`config.mk`:
```
export PLATFORM = sky130hd
export DESIGN_NAME = ps2_key_collector
export DESIGN_NICKNAME = d
export VERILOG_FILES = /design/src/rtl/ps2_pkg.sv /design/src/rtl/ps2_scan_to_key.sv /design/src/rtl/ps2_key_collector.sv
export SDC_FILE = /design/constraint.sdc
export NUM_CORES = 1
export LEC_CHECK = 0
export ABC_AREA = 1
export CAP_MARGIN = 30
export CORE_UTILIZATION = 50
export CTS_BUF_LIST = sky130_fd_sc_hd__clkbuf_8
export DETAILED_ROUTE_END_ITERATION = 16
export PLACE_DENSITY = 0.84
export SETUP_SLACK_MARGIN = 0.05
export SYNTH_ARGS = -nofsm -noshare
export SYNTH_HDL_FRONTEND = slang
export SYNTH_SLANG_ARGS = --single-unit
```
`constraint.sdc`:
```
create_clock -name clk -period 2.7 [get_ports clk]
set_clock_uncertainty 0.1 [all_clocks]
set_input_delay 0.405 -clock clk [delete_from_list [all_inputs] [get_ports clk]]
set_output_delay 0.405 -clock clk [all_outputs]
set_load 0.01 [all_outputs]
```
`src/rtl/ps2_pkg.sv`:
```
// Shared constants for the PS2 key collector: set-2 scancodes, key codes
// and the prefix-state encoding.
package ps2_pkg;

  localparam logic [7:0] SC_BREAK = 8'hF0;
  localparam logic [7:0] SC_EXT   = 8'hE0;
  localparam logic [7:0] SC_ENTER = 8'h5A;
  localparam logic [7:0] SC_BKSP  = 8'h66;
  localparam logic [7:0] SC_ESC   = 8'h76;

  localparam logic [7:0] SC_D0 = 8'h45;
  localparam logic [7:0] SC_D1 = 8'h16;
  localparam logic [7:0] SC_D2 = 8'h1E;
  localparam logic [7:0] SC_D3 = 8'h26;
  localparam logic [7:0] SC_D4 = 8'h25;
  localparam logic [7:0] SC_D5 = 8'h2E;
  localparam logic [7:0] SC_D6 = 8'h36;
  localparam logic [7:0] SC_D7 = 8'h3D;
  localparam logic [7:0] SC_D8 = 8'h3E;
  localparam logic [7:0] SC_D9 = 8'h46;

  localparam logic [7:0] SC_KP0 = 8'h70;
  localparam logic [7:0] SC_KP1 = 8'h69;
  localparam logic [7:0] SC_KP2 = 8'h72;
  localparam logic [7:0] SC_KP3 = 8'h7A;
  localparam logic [7:0] SC_KP4 = 8'h6B;
  localparam logic [7:0] SC_KP5 = 8'h73;
  localparam logic [7:0] SC_KP6 = 8'h74;
  localparam logic [7:0] SC_KP7 = 8'h6C;
  localparam logic [7:0] SC_KP8 = 8'h75;
  localparam logic [7:0] SC_KP9 = 8'h7D;

  localparam logic [3:0] KEY_ENTER = 4'hA;
  localparam logic [3:0] KEY_BKSP  = 4'hB;
  localparam logic [3:0] KEY_ESC   = 4'hC;

  localparam logic [1:0] P_IDLE    = 2'd0;
  localparam logic [1:0] P_BRK     = 2'd1;
  localparam logic [1:0] P_EXT     = 2'd2;
  localparam logic [1:0] P_EXT_BRK = 2'd3;

endpackage

```
`src/rtl/ps2_scan_to_key.sv`:
```
// Combinational map from a set-2 make code to {hit, key_code}.
// Keypad digit codes are mapped only when PS2_KEYPAD_DIGITS_EN is defined.
module ps2_scan_to_key
  import ps2_pkg::*;
(
  input  logic [7:0] code,
  output logic       hit,
  output logic [3:0] key_code
);

  always_comb begin
    hit      = 1'b1;
    key_code = 4'h0;
    case (code)
      SC_D0:    key_code = 4'd0;
      SC_D1:    key_code = 4'd1;
      SC_D2:    key_code = 4'd2;
      SC_D3:    key_code = 4'd3;
      SC_D4:    key_code = 4'd4;
      SC_D5:    key_code = 4'd5;
      SC_D6:    key_code = 4'd6;
      SC_D7:    key_code = 4'd7;
      SC_D8:    key_code = 4'd8;
      SC_D9:    key_code = 4'd9;
      SC_ENTER: key_code = KEY_ENTER;
      SC_BKSP:  key_code = KEY_BKSP;
      SC_ESC:   key_code = KEY_ESC;
`ifdef PS2_KEYPAD_DIGITS_EN
      SC_KP0:   key_code = 4'd0;
      SC_KP1:   key_code = 4'd1;
      SC_KP2:   key_code = 4'd2;
      SC_KP3:   key_code = 4'd3;
      SC_KP4:   key_code = 4'd4;
      SC_KP5:   key_code = 4'd5;
      SC_KP6:   key_code = 4'd6;
      SC_KP7:   key_code = 4'd7;
      SC_KP8:   key_code = 4'd8;
      SC_KP9:   key_code = 4'd9;
`endif
      default:  hit = 1'b0;
    endcase
  end

endmodule

```
`src/rtl/ps2_key_collector.sv`:
```
// Strips F0/E0 prefixes from set-2 scancodes and collects BCD digit entries
// with backspace/escape/enter editing. Option: PS2_KEYPAD_DIGITS_EN.
module ps2_key_collector
  import ps2_pkg::*;
#(
  parameter int MAX_DIGITS = 4,
  parameter int CNT_W      = $clog2(MAX_DIGITS + 1)
) (
  input  logic                    clk,
  input  logic                    rst_n,
  input  logic [7:0]              byte_in,
  input  logic                    byte_valid,
  input  logic                    clear,
  output logic                    key_valid,
  output logic [3:0]              key_code,
  output logic [4*MAX_DIGITS-1:0] digits,
  output logic [CNT_W-1:0]        count,
  output logic                    entry_done,
  output logic [4*MAX_DIGITS-1:0] entry_value,
  output logic                    overflow
);

  localparam int              DW      = 4 * MAX_DIGITS;
  localparam logic [CNT_W-1:0] MAX_CNT = CNT_W'(MAX_DIGITS);

  logic [1:0]       pstate, pstate_nxt;
  logic             map_hit;
  logic [3:0]       map_key;
  logic             is_prefix;
  logic             ev_hit;
  logic [DW-1:0]    bcd_ext;
  logic [DW-1:0]    digits_nxt, entry_value_nxt;
  logic [CNT_W-1:0] count_nxt;
  logic [3:0]       key_code_nxt;
  logic             key_valid_nxt, entry_done_nxt, overflow_nxt;

  ps2_scan_to_key u_map (
    .code     (byte_in),
    .hit      (map_hit),
    .key_code (map_key)
  );

  assign is_prefix = (byte_in == SC_BREAK) || (byte_in == SC_EXT);

  // Prefix tracking; clear flushes it and drops a coincident byte
  always_comb begin
    pstate_nxt = pstate;
    ev_hit     = 1'b0;
    if (clear) begin
      pstate_nxt = P_IDLE;
    end else if (byte_valid) begin
      case (pstate)
        P_IDLE: begin
          if (byte_in == SC_BREAK)    pstate_nxt = P_BRK;
          else if (byte_in == SC_EXT) pstate_nxt = P_EXT;
          ev_hit = !is_prefix && map_hit;
        end
        P_EXT: begin
          pstate_nxt = (byte_in == SC_BREAK) ? P_EXT_BRK : P_IDLE;
          ev_hit     = (byte_in == SC_ENTER);
        end
        default: pstate_nxt = P_IDLE;
      endcase
    end
  end

  always_comb begin
    bcd_ext      = '0;
    bcd_ext[3:0] = map_key;
  end

  // Entry buffer editing for the single event a byte can produce
  always_comb begin
    digits_nxt      = digits;
    count_nxt       = count;
    entry_value_nxt = entry_value;
    key_code_nxt    = key_code;
    key_valid_nxt   = 1'b0;
    entry_done_nxt  = 1'b0;
    overflow_nxt    = 1'b0;
    if (clear) begin
      digits_nxt = '0;
      count_nxt  = '0;
    end else if (ev_hit) begin
      key_valid_nxt = 1'b1;
      key_code_nxt  = map_key;
      if (map_key <= 4'd9) begin
        if (count < MAX_CNT) begin
          digits_nxt = (digits << 4) | bcd_ext;
          count_nxt  = count + CNT_W'(1);
        end else begin
          overflow_nxt = 1'b1;
        end
      end else begin
        case (map_key)
          KEY_BKSP: begin
            if (count != '0) begin
              digits_nxt = digits >> 4;
              count_nxt  = count - CNT_W'(1);
            end
          end
          KEY_ESC: begin
            digits_nxt = '0;
            count_nxt  = '0;
          end
          KEY_ENTER: begin
            if (count != '0) begin
              entry_done_nxt  = 1'b1;
              entry_value_nxt = digits;
              digits_nxt      = '0;
              count_nxt       = '0;
            end
          end
          default: ;
        endcase
      end
    end
  end

  // Registered outputs, one cycle after the accepted byte
  always_ff @(posedge clk or negedge rst_n) begin
    if (!rst_n) begin
      pstate      <= P_IDLE;
      digits      <= '0;
      count       <= '0;
      entry_value <= '0;
      key_code    <= '0;
      key_valid   <= 1'b0;
      entry_done  <= 1'b0;
      overflow    <= 1'b0;
    end else begin
      pstate      <= pstate_nxt;
      digits      <= digits_nxt;
      count       <= count_nxt;
      entry_value <= entry_value_nxt;
      key_code    <= key_code_nxt;
      key_valid   <= key_valid_nxt;
      entry_done  <= entry_done_nxt;
      overflow    <= overflow_nxt;
    end
  end

endmodule

```
Word-level counts from Yosys, hierarchy flattened
Index checks and enable logic that the tools add are counted.
{"block": "word_totals", "reg_bits": 44, "in_bits": 12, "out_inout_bits": 42, "word_cells": 87}
{"block": "classes", "addsub": 2, "magnitude_cmp": 2, "eq_ne": 23, "mux": 36, "bitwise_logic": 3, "n_reduce_logical": 13}
{"cell": "2-to-1 mux 16 bit", "count": 6}
{"cell": "== test 8 x 6 -> 1 bit, second input constant", "count": 6}
{"cell": "one-hot mux 16 bit (3 select lines)", "count": 1}
{"cell": "one-hot mux 4 bit (12 select lines)", "count": 1}
{"cell": "== test 8 x 7 -> 1 bit, second input constant", "count": 5}
{"cell": "2-to-1 mux 3 bit", "count": 6}
{"cell": "== test 8 x 5 -> 1 bit, second input constant", "count": 2}
{"cell": "== test 8 bit, second input constant", "count": 2}
{"cell": "OR 16 x 4 -> 16 bit", "count": 1}
{"cell": "2-to-1 mux 1 bit", "count": 14}
{"cell": "OR reduction 13 bit", "count": 1}
{"cell": "== test 4 bit, second input constant", "count": 3}
{"cell": "inequality test 4 bit, second input constant", "count": 3}
{"cell": "2-to-1 mux 2 bit", "count": 5}
{"cell": "AND reduction 5 bit", "count": 2}
{"cell": "one-hot mux 3 bit (3 select lines)", "count": 1}
{"cell": "nonzero test 5 bit", "count": 1}
{"cell": "<= comparator 4 bit, second input constant", "count": 1}
{"cell": "one-hot mux 2 bit (2 select lines)", "count": 1}
{"cell": "AND reduction 2 bit", "count": 2}
{"cell": "nonzero test 2 bit", "count": 2}
{"cell": "adder 3 x 1 -> 3 bit, second input constant", "count": 1}
{"cell": "less-than comparator 3 bit, second input constant", "count": 1}
{"cell": "inequality test 3 x 2 -> 1 bit, second input constant", "count": 1}
{"cell": "other kinds (9)", "count": 10}

Longest topological paths before layout
Gate-level depths: netlist (run 1).
{"block": "depth", "depth_word": 9, "mapped_depth": 15, "mapped_depth_nobuf": 14}

Modules after synthesis
Synthesis (run 1) repeated with hierarchy kept, for this count alone.
{"block": "hier_totals", "hier_cells": 364, "hier_area_um2": 2707.6}
{"module": "ps2_key_collector", "n_inst": 1, "cells_each": 289, "area_per_inst_um2": 2379.8, "seq_area_each_um2": 1101.1}
{"module": "ps2_scan_to_key", "n_inst": 1, "cells_each": 75, "area_per_inst_um2": 327.8, "seq_area_each_um2": 0.0}

Worst setup path before layout (run 1)
No wires, ideal clock.
{"block": "synth_timing", "path_type": "input-to-reg", "start": "input port byte_in[0]", "end": "register digits[5]", "setup_ps": 117, "t_arrival_ps": 1615, "required_ps": 2483, "path_slack_ps": 868, "stages": 15, "path_buffers": 1, "cell_sequence": "inv_2 nand2_2 nor2_1 nand2_4 nand2_1 nor2_1 nand3_1 nand2_1 nand2_2 nand2_4 nand2_4 nand2_4 buf_2 nand2_1 nand2_1"}
{"block": "synth_via", "elab_chain_cells": 9, "elab_cells_between_ends": 38, "classes_between": "order compare: 1; eq/ne: 21; mux: 9; reduce/logical: 7"}
{"item": "from (decl)", "line_no": "ps2_key_collector.sv:11", "text": "input logic [7:0] byte_in,"}
{"item": "== test 8 x 7 -> 1 bit, or another cell as far along", "line_no": "ps2_scan_to_key.sv:14, ps2_key_collector.sv:60"}
{"item": "OR reduction 13 bit (no line) / logical OR 1 bit (equally long branches)"}
{"item": "2-to-1 mux 1 bit / zero test 1 bit (equally long branches)", "line_no": "ps2_scan_to_key.sv:14, ps2_key_collector.sv:56"}
{"item": "logical AND 1 bit", "line_no": "ps2_key_collector.sv:56", "text": "ev_hit = !is_prefix && map_hit;"}
{"item": "one-hot mux 1 bit (2 select lines)", "line_no": "ps2_key_collector.sv:52", "text": "case (pstate)"}
{"item": "2-to-1 mux 1 bit", "line_no": "ps2_key_collector.sv:51", "text": "end else if (byte_valid) begin"}
{"item": "2-to-1 mux 1 bit", "line_no": "ps2_key_collector.sv:49", "text": "if (clear) begin"}
{"item": "nonzero test 2 bit (no line)"}
{"item": "AND reduction 5 bit (no line)"}
{"item": "to (signal assigned)", "line_no": "ps2_key_collector.sv:133", "text": "digits <= digits_nxt;"}
{"item": "to (decl)", "line_no": "ps2_key_collector.sv:16", "text": "output logic [4*MAX_DIGITS-1:0] digits,"}
Parallel ways exist; a longest one is shown, timed or not. The select of a mux whose other input is x is not followed.
A chain may end at the register's enable or synchronous reset.

Final worst setup path (run 1)
{"block": "layout_timing", "start": "input port byte_in[5]", "end": "register digits[9]"}
Same word-level chain as after synthesis.

==> results of run 1 <==
==> critical path, cell delays in order <==
cell	delay, ps
clkdlybuf4s50_1	500
inv_2	90
nand2_1	70
nor2_1	210
nand2_4	120
nand2_1	80
nor2_1	40
nand3_1	70
nand2_1	60
nand2_2	90
nand2_4	90
nand2_4	200
nand2_4	190
nand2_1	110
nand2_1	50
==> logic make-up (layout without fill, tap and decap cells) <==
logic type | Yosys count | after routing | share of synthesized area [%]
flops | 44 | 44 | 45.6
buf+inv | 38 | 96 | 7.26
xor+xnor | 2 | 2 | 0.726
simple gates | 214 | 214 | 39.2
compound gates | 22 | 22 | 5.60
fa+ha+maj | 3 | 3 | 1.56
==> routing by layer <==
layer / up-vias / GRT usage [%] / share of wire [%]
met5: - / 0 / 0
met4: 0 / 8.06 / 1.3
met3: 8 / 3.94 / 4.9
met2: 67 / 38.8 / 47
met1: 1047 / 33.5 / 47
li1: 1148 / - / -
==> sequential cells by signal, summed over array words and instances, names as in the netlist <==
register / count
key_valid: 1
entry_done: 1
entry_value: 16
pstate: 2
key_code: 4
overflow: 1
count: 3
digits: 16
==> layout make-up <==
| cell class | instances | area, um^2 |
|---|---|---|
| timing repair buffer | 60 | 578 |
| inverter | 28 | 105 |
| clock buffer | 5 | 68.8 |
| sequential | 44 | 1100 |
| tap | 52 | 65.1 |
| clock inverter | 3 | 23.8 |
| multi-input combinational | 241 | 1140 |
| fill | 379 | 1430 |
==> placed cells by master (no fill, tap or decap) <==
master and instances:
nand2_1 128, clkdlybuf4s50_1 52, dfrtp_1 44, nand3_1 41, inv_1 26, nor2_1 22
o21ai_0 15, buf_4 7, clkbuf_8 5, nand2_2 4, nand2_4 4, nor3_1 4
nor2_2 3, nand4_1 3, o22ai_1 3, ha_1 3, inv_2 2, nand4_2 2
xnor2_1 2, clkinvlp_4 2, nor2_4 1, a31oi_4 1, a21oi_1 1, nor3b_1 1
nand3b_1 1, a21boi_0 1, o31ai_1 1, clkinv_4 1, buf_2 1
==> power groups by stage <==
stage	registers (mW)	clock network (mW)	logic, mW
after global routing	0.687	0.446	0.202
after floorplan	0.700	0	0.102
after global placement	0.697	0	0.177
after CTS	0.684	0.419	0.183
after detailed placement	0.697	0	0.182
final	0.684	0.408	0.182
==> path summary, 6_finish.rpt <==
check	to	slack [ps]	cells past startpoint
worst max register to register	digits[14]$_DFFE_PN0P_	900	8
worst min-delay path	key_valid$_DFF_PN0_	140	1
worst min register to register	entry_value[10]$_DFFE_PN0P_	380	2
min in group clk	entry_value[10]$_DFFE_PN0P_	380	2
worst max-delay path	digits[9]$_DFFE_PN0P_	420	15
max in group asynchronous	digits[11]$_DFFE_PN0P_	1780	1
==> through the flow <==
stage | area [um^2] | setup slack, ps | power, mW
finish | 3080 | 417 | 1.27
global route | 3080 | 187 | 1.34
CTS | 3080 | 437 | 1.29
detailed placement | 2990 | 125 | 0.879
global placement | 2990 | 174 | 0.873
floorplan | 2410 | 868 | 0.802
==> results.md, run 1 <==
* Final Max Slew Viols at 0
* Grt ovf at 0
* FF-to-FF Start: count[0]$_DFFE_PN0P_
* #FFs+latches synth at 44
* Setup TNS at 0 ps
* Worst hold slack at between 100 and 150 ps
* Max FO, Critical Path at 20
* Fmax at 438 MHz
* P&R area growth vs syn at 27.6%
* Peak supply drop at between 0.3 and 0.4 mV
* Final hold violation count at 0
* EDFF count, synth at 0
* Max-slew headroom at a little under two fifths
* Clock transition at path regs at approximately 90 ps
* Hold Buf Count CTS at 0
* Non-Filler Instances at 433
* Post-CTS sizing at 0
* Gpl congestion at approximately 0.86
* Sequential area share after synthesis at between 40% and 50%
* Setup CP Type: in -> reg
* MaxCap Viol Count at 0
* Status: finished, final reports clean
* Worst slew pin tran at 931 ps
* Syn_nets at roughly 340
* Clock power frac at ~32%
* Worst-skew pair later-pin latency at 300 ps
* Vias in the first global route at approximately 2100
* Input/output buffers at 53
* Clk buf depth at 2
* Top FF cell, synth: dfrtp_1
* N_diodes at 0
* Root buffer cell: clkbuf_8
* Design internal power at around 0.92 mW
* Core Util, Final at between 60% and 70%
* DRC Markers at 0
* RSZ-0062 raised after global routing: false
* Ports at 54
* Antenna Nets Post-Route at 0
* Yosys Warn Count at 0
* Total power per unit cell area at just over 400 nW/um^2
* Synthesized area per cell at 7.47 um^2
* Fin crit share at 84.5%
* Largest net degree at the start of global routing at 45
* CP endpoint kind: register
* Sw Ratio at a little over a quarter
* Share of layout cells above drive strength 1 at ~8.7%
* DR pass1 iterations at 4
* Row count at 24
* Type of origin of the critical path: input port
* Wire length per cell at 13.1 um
* Area leader, netlist: dfrtp_1
* Avg Vias per Cell at approximately 5.2
* Net switching power at 0.350 mW
* All-layer global routing usage at about 24%
* Reg power frac at between 50 and 60%
* Combinational group share of total power at 14.3%
* Tmin final at about 2300 ps
* Antenna violations before repair at 0
* Async S/R FF share, synth at between 90% and 100%
* HP Class: in -> async
* CTS Buf Count at 5
* Via count at approximately 2300
* # setup viols final at 0
* Synth Instances at 323
* Worst Setup SP: byte_in[5]
* Arrival time at the worst endpoint at between 2000 and 2500 ps
* Most frequent cell after synthesis: nand2_1
* Post-CTS Setup Repair Bufs at 0
* Clock tree from TritonCTS: done
* Net count, final at 395
* Routed WL at approximately 5.7 mm
* HPWL Detailed at just over 4 mm
* Post-Place Cells at 425
* Count of different cell masters after synthesis at 27
* Top post-synthesis cells by area: dfrtp_1 46%, nand2_1 20%, nand3_1 8.5%
* DRT iter0 DRCs at approximately 140
* Worst endpoint required time at around 2800 ps
* CTS Sinks at 44
* Top cell type's share of synthesized area at 45.6%
* Commonest cells post-synth: 128 x nand2_1, 44 x dfrtp_1, 41 x nand3_1, 26 x inv_1, 22 x nor2_1
* Area of the core at about 4500 um^2
* Die width at between 70 and 80 um
* Die span in y at between 70 and 80 um
* Initial Util at 53.6%
* DIE AREA at 5110 um^2
* First-pass GRT wire length at about 9.8 mm
* P_leak at about 1.6 nW
* H-tree depth at 2
* Mapped Area at 2410 um^2
Power figures use the tool's default switching activity.
==> run 2: changes to the inputs <==
Clock period 2.7 ns to 2.2 ns, I/O delays scaled along.
==> run 2 against run 1 <==
  * The run now ends with hold timing left
  * Flip-flop and latch count unchanged
  * Hold slack lost 160 ps
  * Combinational power is 40% higher
  * Via count up 8.4%
  * Worst setup slack worse by 230 ps
  * Register-to-register slack lost 440 ps
  * First-iteration DRC count rose by 22%
  * Sequential share of layout area fell by 2.7 points
  * Utilization rose by 5.6 points
  * Wire length is 11% higher
  * Sequential power grew 23%
  * Die area unchanged
  * Critical endpoint is now count[2]$_DFFE_PN0P_
==> results.md, run 2 (synthesis gave the netlist of run 1 again) <==
* Status: finished with violations (was finished, final reports clean)
* Failing checks: hold timing
* Initial Util at 53.6% (unchanged)
* Via count at 2461 (was 2270)
* Final Max Slew Viols at 0 (unchanged)
* Root buffer cell: clkbuf_8 (unchanged)
* Antenna violations before repair at 0 (unchanged)
* Ports at 54 (unchanged)
* Largest registers: digits x16, entry_value x16, key_code x4 (unchanged)
* Clk buf depth at 2 (unchanged)
* Row count at 24 (unchanged)
* Gpl congestion at 0.898 (was 0.861)
* Antenna Nets Post-Route at 0 (unchanged)
* Arrival time at the worst endpoint at 2100 ps (was 2370 ps)
* Worst-skew pair later-pin latency at 300 ps (about the same)
* N_diodes at 0 (unchanged)
* RSZ-0062 raised after global routing: false (unchanged)
* Vias in the first global route at 2285 (was 2124)
* Fillers at 337 (was 379)
* Reg2Reg Capture Point: count[2]$_DFFE_PN0P_ (was digits[14]$_DFFE_PN0P_)
* Die width at 71.5 um (unchanged)
* Wire length per cell at 13.8 um (was 13.1 um)
* P&R area growth vs syn at 38.0% (was 27.6%)
* Final hold violation count at 36 (was 0)
* CTS Buf Count at 5 (unchanged)
* DRT iter0 DRCs at 172 (was 141)
* Grt ovf at 0 (unchanged)
* DRC Markers at 0 (unchanged)
* Most frequent cells in the layout: 124 x nand2_1, 48 x clkdlybuf4s50_1, 44 x dfrtp_1 (was 128 x nand2_1, 52 x clkdlybuf4s50_1, 44 x dfrtp_1)
* Routed WL at 6.29 mm (was 5.66 mm)
* Setup CP Type: in -> reg (unchanged)
* Input/output buffers at 53 (unchanged)
* Most common cell after layout, fill and taps aside: nand2_1 (unchanged)
* Setup TNS at 0 ps (unchanged)
* HP Class: in -> async (unchanged)
* FF-to-FF Start: count[0]$_DFFE_PN0P_ (unchanged)
* Worst R2R Setup Slack at 460 ps (was 900 ps)
* Tmin final at between 2000 and 2500 ps
* Largest net degree at the start of global routing at 45 (unchanged)
* FF-to-FF path depth at 8 (unchanged)
* CTS Sinks at 44 (unchanged)
* DIE AREA at 5110 um^2 (unchanged)
* Fmax at 498 MHz
* Type of origin of the critical path: input port (unchanged)
* Avg Vias per Cell at 5.40 (was 5.24)
* H-tree depth at 2 (unchanged)
* CP endpoint kind: register (unchanged)
* # setup viols final at 0 (unchanged)
* Dpl cell area at 3180 um^2 (was 2990 um^2)
* Worst slew pin tran at 532 ps (was 931 ps)
* Area of the multi-input gates at 1180 um^2 (was 1140 um^2)
* Max FO, Critical Path at 7 (was 20)
* Total power per unit cell area at 480 nW/um^2 (was 414 nW/um^2)
* Worst hold slack at -16.7 ps (was 140 ps)
* Fin crit share at 91.3%
* Finished Cell Area at 3330 um^2 (was 3080 um^2)
* MaxCap Viol Count at 0 (unchanged)
* P_leak at 1.80 nW (was 1.62 nW)
* First-pass GRT wire length at 10.4 mm (was 9.80 mm)
* DR pass1 iterations at 7 (was 4)
* Share of layout cells above drive strength 1 at 16.6% (was 8.66%)
* Clock tree from TritonCTS: done (unchanged)
* Reg area at 1100 um^2 (unchanged)
* Net count, final at 418 (was 395)
* Worst endpoint required time at 2290 ps (was 2790 ps)
* Clock transition at path regs at 80 ps (was 90 ps)
* Max-slew headroom at 64.6% (was 38.0%)
* Area of the core at 4500 um^2 (unchanged)
* Die span in y at 71.5 um (unchanged)
* All-layer global routing usage at 25.7% (was 24.1%)
* Peak supply drop at 0.435 mV (was 0.398 mV)
* HPWL Detailed at 4.53 mm (was 4.16 mm)
[run 2: changes by cell type in the layout (fill, tap and decap cells not counted), sizes merged]
cell / change
dlymetal6s2s: +4
clkinvlp: -2
clkdlybuf4s50: -4
clkinv: +2
buf: +23
[run 2: how the worst max path moves through the flow]
| stage | from | to | slack [ps] | depth (start not counted) |
|---|---|---|---|---|
| after floorplan | count[0]$_DFFE_PN0P_ | entry_value[10]$_DFFE_PN0P_ | 410 | 9 |
| after global placement | byte_in[4] | digits[11]$_DFFE_PN0P_ | -160 | 13 |
| after CTS | byte_in[5] | digits[11]$_DFFE_PN0P_ | 90 | 14 |
| final | byte_in[7] | count[2]$_DFFE_PN0P_ | 190 | 15 |
| after detailed placement | byte_in[5] | digits[11]$_DFFE_PN0P_ | -230 | 14 |
| after global routing | byte_in[0] | digits[14]$_DFFE_PN0P_ | 50 | 15 |
[run 2: worst max-delay path: stages]
cell and delay (ps):
clkdlybuf4s50_1 490, inv_1 80, nand2_2 120, nor2_1 70
nand2_2 120, nand2_1 60, nor2_1 90, nand3_1 80
nand2_1 80, nand2_2 70, nand2_4 100, nand2_4 90
buf_4 170, nand3_1 70, nand2_1 60
[run 2: metrics by stage]
stage               setup WS, ps  cells  power, mW  hold slack (ps)  util, %
floorplan                    413    323      0.984            -65.6        -
global placement            -163    448       1.09              327     70.7
detailed placement          -225    448       1.10              332     70.7
CTS                         87.8    456       1.60             1.34     72.6
global route                45.3    456       1.66             31.1     73.9
finish                       191    456       1.60            -16.7     73.9
[run 2: repair_timing]
| action | CTS | global route |
|---|---|---|
| endpoints found under the hold margin | 0 | 0 |
| hold buffers | 0 | 0 |
| gates resized for setup | 0 | 21 |
| setup buffers | 0 | 0 |
| setup endpoints to repair | 0 | 39 |
[run 2: area by class of cell]
type,instances,share of cell area [%]
clock buffers,5,2.07
clock inverters,3,0.563
inverters,28,3.16
multi-input cells,241,35.4
flip-flops and latches,44,33.1
well taps,52,1.95
repair buffers,83,23.8
[run 2: where the power goes]
part / leakage, nW / total (mW) / internal [mW] / switching [mW]
combinational: 1.14 / 0.254 / 0.105 / 0.149
clock: 0.0479 / 0.504 / 0.221 / 0.282
sequential: 0.612 / 0.840 / 0.822 / 0.0178
[run 2: per-layer routing]
metal	vias to the layer above	global-route usage, %	wire length [um]
li1	1188	-	-
met3	16	5.06	377
met4	0	7.84	126
met2	91	42.0	3010
met1	1166	35.0	2780
met5	-	0	0
==> run 3: changes to the inputs <==
Settings changed: CAP_MARGIN 30 to default.
==> results of run 3 <==
The final DEF is identical to that of run 2; final timing and power are the same.
